[src/rtl/imem_port_arbiter.sv]
// Single-port instruction memory arbiter: loader-priority with fetch starvation guard,
// address checking and one-cycle response routing. Optional lock via IMEM_ARB_LOCK_EN.
module imem_port_arbiter #(
    parameter int          DEPTH      = 256,
    parameter int          STARVE_MAX = 4,
    parameter logic [31:0] RESET_NOP  = 32'h00000013,
    localparam int         IDX_W      = $clog2(DEPTH)
) (
    input  logic             clk,
    input  logic             rst_n,
    input  logic             f_req,
    input  logic [31:0]      f_addr,
    output logic             f_gnt,
    output logic             f_rvalid,
    output logic [31:0]      f_rdata,
    output logic             f_err,
    input  logic             l_req,
    input  logic             l_we,
    input  logic [31:0]      l_addr,
    input  logic [31:0]      l_wdata,
    output logic             l_gnt,
    output logic             l_rvalid,
    output logic [31:0]      l_rdata,
    output logic             l_err,
    output logic             m_en,
    output logic             m_we,
    output logic [IDX_W-1:0] m_addr,
    output logic [31:0]      m_wdata,
    input  logic [31:0]      m_rdata
`ifdef IMEM_ARB_LOCK_EN
    ,
    input  logic             l_lock
`endif
);

    localparam logic [3:0] STARVE_LIM = 4'(STARVE_MAX);

    logic        lock_active;
    logic [3:0]  starve_cnt_reg, starve_cnt_next;
    logic        f_win, granted, addr_err, access;
    logic [31:0] sel_addr;

    logic        tag_valid_reg, tag_owner_reg, tag_err_reg, tag_write_reg;
    logic        f_resp, l_resp;
    logic [31:0] f_rdata_reg, f_rdata_next, l_rdata_reg, l_rdata_next;
    logic        f_err_reg, f_err_next, l_err_reg, l_err_next;

`ifdef IMEM_ARB_LOCK_EN
    assign lock_active = l_lock;
`else
    assign lock_active = 1'b0;
`endif

    // Fetch wins alone, or in a conflict once it has been starved long enough.
    assign f_win = f_req && (!l_req || (starve_cnt_reg == STARVE_LIM)) && !lock_active;
    assign f_gnt = rst_n && f_win;
    assign l_gnt = rst_n && l_req && !f_win;

    assign granted  = f_gnt || l_gnt;
    assign sel_addr = l_gnt ? l_addr : f_addr;
    assign addr_err = (sel_addr[1:0] != 2'b00) || (|sel_addr[31:IDX_W+2]);
    assign access   = granted && !addr_err;

    assign m_en    = access;
    assign m_we    = access && l_gnt && l_we;
    assign m_addr  = access ? sel_addr[IDX_W+1:2] : '0;
    assign m_wdata = access ? l_wdata : '0;

    always_comb begin
        starve_cnt_next = starve_cnt_reg;
        if (!f_req || f_gnt || lock_active)
            starve_cnt_next = 4'd0;
        else if (l_gnt && (starve_cnt_reg != STARVE_LIM))
            starve_cnt_next = starve_cnt_reg + 4'd1;
    end

    // Read data is passed through during the response cycle and captured so it holds afterwards.
    assign f_resp = tag_valid_reg && !tag_owner_reg;
    assign l_resp = tag_valid_reg && tag_owner_reg;

    always_comb begin
        f_rdata_next = f_rdata_reg;
        f_err_next   = f_err_reg;
        l_rdata_next = l_rdata_reg;
        l_err_next   = l_err_reg;
        if (f_resp) begin
            f_rdata_next = tag_err_reg ? RESET_NOP : m_rdata;
            f_err_next   = tag_err_reg;
        end
        if (l_resp) begin
            l_rdata_next = (tag_err_reg || tag_write_reg) ? 32'h0 : m_rdata;
            l_err_next   = tag_err_reg;
        end
    end

    assign f_rvalid = f_resp;
    assign f_rdata  = f_rdata_next;
    assign f_err    = f_err_next;
    assign l_rvalid = l_resp;
    assign l_rdata  = l_rdata_next;
    assign l_err    = l_err_next;

    always_ff @(posedge clk or negedge rst_n) begin
        if (!rst_n) begin
            starve_cnt_reg <= 4'd0;
            tag_valid_reg  <= 1'b0;
            tag_owner_reg  <= 1'b0;
            tag_err_reg    <= 1'b0;
            tag_write_reg  <= 1'b0;
            f_rdata_reg    <= 32'h0;
            f_err_reg      <= 1'b0;
            l_rdata_reg    <= 32'h0;
            l_err_reg      <= 1'b0;
        end else begin
            starve_cnt_reg <= starve_cnt_next;
            tag_valid_reg  <= granted;
            tag_owner_reg  <= l_gnt;
            tag_err_reg    <= addr_err;
            tag_write_reg  <= l_gnt && l_we;
            f_rdata_reg    <= f_rdata_next;
            f_err_reg      <= f_err_next;
            l_rdata_reg    <= l_rdata_next;
            l_err_reg      <= l_err_next;
        end
    end

endmodule

[config.mk]
export PLATFORM = sky130hd
export DESIGN_NAME = imem_port_arbiter
export DESIGN_NICKNAME = d
export VERILOG_FILES = /design/src/rtl/imem_port_arbiter.sv
export SDC_FILE = /design/constraint.sdc
export NUM_CORES = 1
export LEC_CHECK = 0
export ABC_AREA = 1
export BUFFER_PORTS_ARGS = -buffer_cell sky130_fd_sc_hd__clkbuf_2
export CAP_MARGIN = 20
export CORE_MARGIN = 1.5
export CORE_UTILIZATION = 42
export CTS_CLUSTER_SIZE = 16
export DETAILED_ROUTE_END_ITERATION = 12
export PLACE_DENSITY = 0.81
export SYNTH_ARGS = -nofsm -noshare
export SYNTH_HDL_FRONTEND = slang
export SYNTH_SLANG_ARGS = --single-unit
[constraint.sdc]
create_clock -name clk -period 2 [get_ports clk]
set_input_delay 0.2 -clock clk [delete_from_list [all_inputs] [get_ports clk]]
set_output_delay 0.2 -clock clk [all_outputs]
set_load 0.005 [all_outputs]
==> flow_metrics.env <==
export IMPL_drtPass1Iterations=4
export IMPL_relSlewSlack_pct=47.7
export IMPL_final_antenna_net_count=0
export IMPL_yosys_area_top_type="dfrtp_1"
export IMPL_clock_latency_ns=0.34
export IMPL_ir_drop_mv=0.273
export IMPL_period_minus_slack_ns=2.21
export IMPL_dp_slack_ns=0.0614
export IMPL_fmax_mhz=452
export IMPL_grt_setup_unrepaired="true"
export IMPL_grt_max_degree=65
export IMPL_synthesis_nets=586
export IMPL_die_area_um2=9050
export IMPL_grt_usage_pct=24.6
export IMPL_num_rows=33
export IMPL_core_um2=8220
export IMPL_syn_avg_cell_area_um2=7.91
export IMPL_clock_skew_ns=0.0132
export IMPL_yosys_area_top_type_share_pct=51.9
export IMPL_routedWlPerCell_um=13.9
export IMPL_fin_util_pct=66.1
export IMPL_worstMarginPinSlew_ns=0.784
export IMPL_cts_root_buf="clkbuf_8"
export IMPL_die_y_um=95.1
export IMPL_wirelength_mm=11.5
export IMPL_gp_congestion=0.847
export IMPL_route_detailed_drc=0
export IMPL_cp_required_ns=1.80
export IMPL_synth_warnings=0
export IMPL_synth_area_leaders="dfrtp_1 52%, nand2_1 11%, inv_1 8.7%"
export IMPL_violations="setup timing"
export IMPL_clock_sinks=74
export IMPL_slew_viol_final=0
export IMPL_cp_data_arrival_time_ns=2.01
export IMPL_power_uw=3590
export IMPL_synth_area_um2=3570
export IMPL_grt_ovfl_total=0
export IMPL_crit_path_start_kind="flip-flop"
export IMPL_cts_tree="done"
export IMPL_numCtsBuffers=9
export IMPL_drt_iter0_markers=110
export IMPL_power_density_nw_per_um2=661
export IMPL_setup_viol=43
export IMPL_max_cap_violations=0
export IMPL_place_hpwl_mm=8.57
export IMPL_grt_pass1_vias=3733
export IMPL_cts_buffer_depth=2
export IMPL_synth_cells=451
export IMPL_antennaDiodeCount=0
export IMPL_hold_path_class="in -> reg"
export IMPL_antenna_found_initial=0
export IMPL_finalSetupTns_ns=-6.27
export IMPL_ys_seq_area_share_pct=51.9
export IMPL_ios=245
export IMPL_cts_max_level=3
export IMPL_critPathCaptureType="output port"
export IMPL_io_buffers=244
export IMPL_via_per_inst=4.59
export IMPL_drive_above_1_share_pct=50.4
export IMPL_critPathMaxFanout=7
export IMPL_crit_type="reg -> out"
export IMPL_syn_to_final_growth_pct=52.4
export IMPL_ys_seq_elements=74
export IMPL_initial_core_util_pct=43.4
export IMPL_fin_crit_sh_pct=111
export IMPL_layout_setup_ws_ns=-0.213
export IMPL_hold_viol_final=0
export IMPL_die_w_um=95.1
export IMPL_route_vias_total=3788
export IMPL_p_leak_uw=0.00325
export IMPL_status="complete, but fails checks"
export IMPL_final_net_count=850
export IMPL_path_clk_slew_ns=0.08
export IMPL_ys_types=23
export IMPL_grt_pass1_wl_mm=17.0
## path summary, 6_finish.rpt
| path | cells after the start | start | slack (ns) | end |
|---|---|---|---|---|
| setup / recovery | 12 | starve_cnt_reg[0]$_DFFE_PN0P_ | -0.21 | m_wdata[15] |
| min in group asynchronous | 2 | rst_n | 0.14 | f_rdata_reg[19]$_DFF_PN0_ |
| setup reg to reg | 8 | starve_cnt_reg[0]$_DFFE_PN0P_ | 0.42 | starve_cnt_reg[1]$_DFFE_PN0P_ |
| hold / removal | 3 | m_rdata[30] | 0.11 | f_rdata_reg[30]$_DFF_PN0_ |
| max in group asynchronous | 2 | rst_n | 1.21 | f_rdata_reg[15]$_DFF_PN0_ |
| hold reg to reg | 2 | f_rdata_reg[28]$_DFF_PN0_ | 0.47 | f_rdata_reg[28]$_DFF_PN0_ |
## what timing repair did
| action | in CTS | in global routing |
|---|---|---|
| resized for setup | 42 | 54 |
| setup buffers | 9 | 5 |
| endpoints found under the hold margin | 11 | 11 |
| cloned | 2 | 0 |
| pin swaps | 1 | 4 |
| setup endpoints to repair | 60 | 63 |
## where the power goes
part	switching (µW)	total, µW	internal [µW]
Sequential	41.1	1680	1630
Clock	544	1160	617
Combinational	416	755	339
Total	1000	3590	2590
## per-stage QoR
step           std cells  hold WS (ns)  area (µm²)
2_1_floorplan        451       -0.0956        3570
3_3_place_gp         792        0.0703        4900
3_5_place_dp         792        0.0717        4900
4_1_cts              819        -0.306        5310
5_1_grt              825        0.0992        5430
6_report             825         0.107        5430
## kinds of logic (layout without fill, tap and decap cells)
family / Yosys count / in the layout / synth area share (%)
simple gates: 202 / 202 / 24.1
buf+inv: 103 / 372 / 12.1
flops: 74 / 74 / 51.9
compound gates: 68 / 68 / 10.7
fa+ha+maj: 2 / 2 / 0.702
xor+xnor: 2 / 2 / 0.491
## metal layers
layer	track usage, %	up-vias	part of all wire [%]
met4	8.96	0	2.0
li1	-	1872	-
met5	0	-	0
met3	5.66	19	6.0
met1	27.1	1748	38
met2	45.4	149	54
## cell usage after synthesis
library cell  instances
buf_6                 5
nand3_4               1
buf_2                 3
inv_4                 1
nand2_4               1
o22ai_1               1
inv_2                 2
clkbuf_1              9
nor2_4                2
nor2_1               62
nand4_1               1
nor2_2               20
xor2_1                2
a21oi_1               3
ha_1                  2
nand2_1             108
o21ai_0              53
inv_1                83
o21ai_2              11
nand3_1               4
dfrtp_1              74
nand2_2               2
nor3_1                1
## critical path, stage by stage, from the launching register on
cell and delay [ns]:
dfrtp_1 0.40, inv_2 0.09, ha_4 0.13, nand3_2 0.08, nand2_2 0.09, nand2_4 0.08, nand2_4 0.12, inv_6 0.04
nand2_4 0.07, nand3_4 0.10, bufbuf_16 0.30, nor2_2 0.08, clkbuf_2 0.11
## cell type report
class                      instances  area (µm²)
clock buffer                      11         141
inverter                          86         333
timing repair buffer             270        1490
tap                              105         131
multi-input combinational        274        1430
sequential                        74        1850
clock inverter                     5        62.6
fill                             676        2780
## cells in the final DEF, fill, tap and decap left out, types with 3 or more instances in the layout
cell / n
buf_6: 3
nand2_1: 95
o21ai_2: 12
buf_2: 10
buf_4: 21
nor2_4: 7
inv_6: 3
clkbuf_8: 10
nand2_4: 5
a21oi_1: 3
nand3_1: 3
inv_1: 75
nor2_2: 29
o21ai_1: 23
o21ai_0: 28
clkbuf_2: 232
dfrtp_1: 74
nor2_1: 48
inv_2: 9
nand2_2: 11
Power figures use the tool's default switching activity.
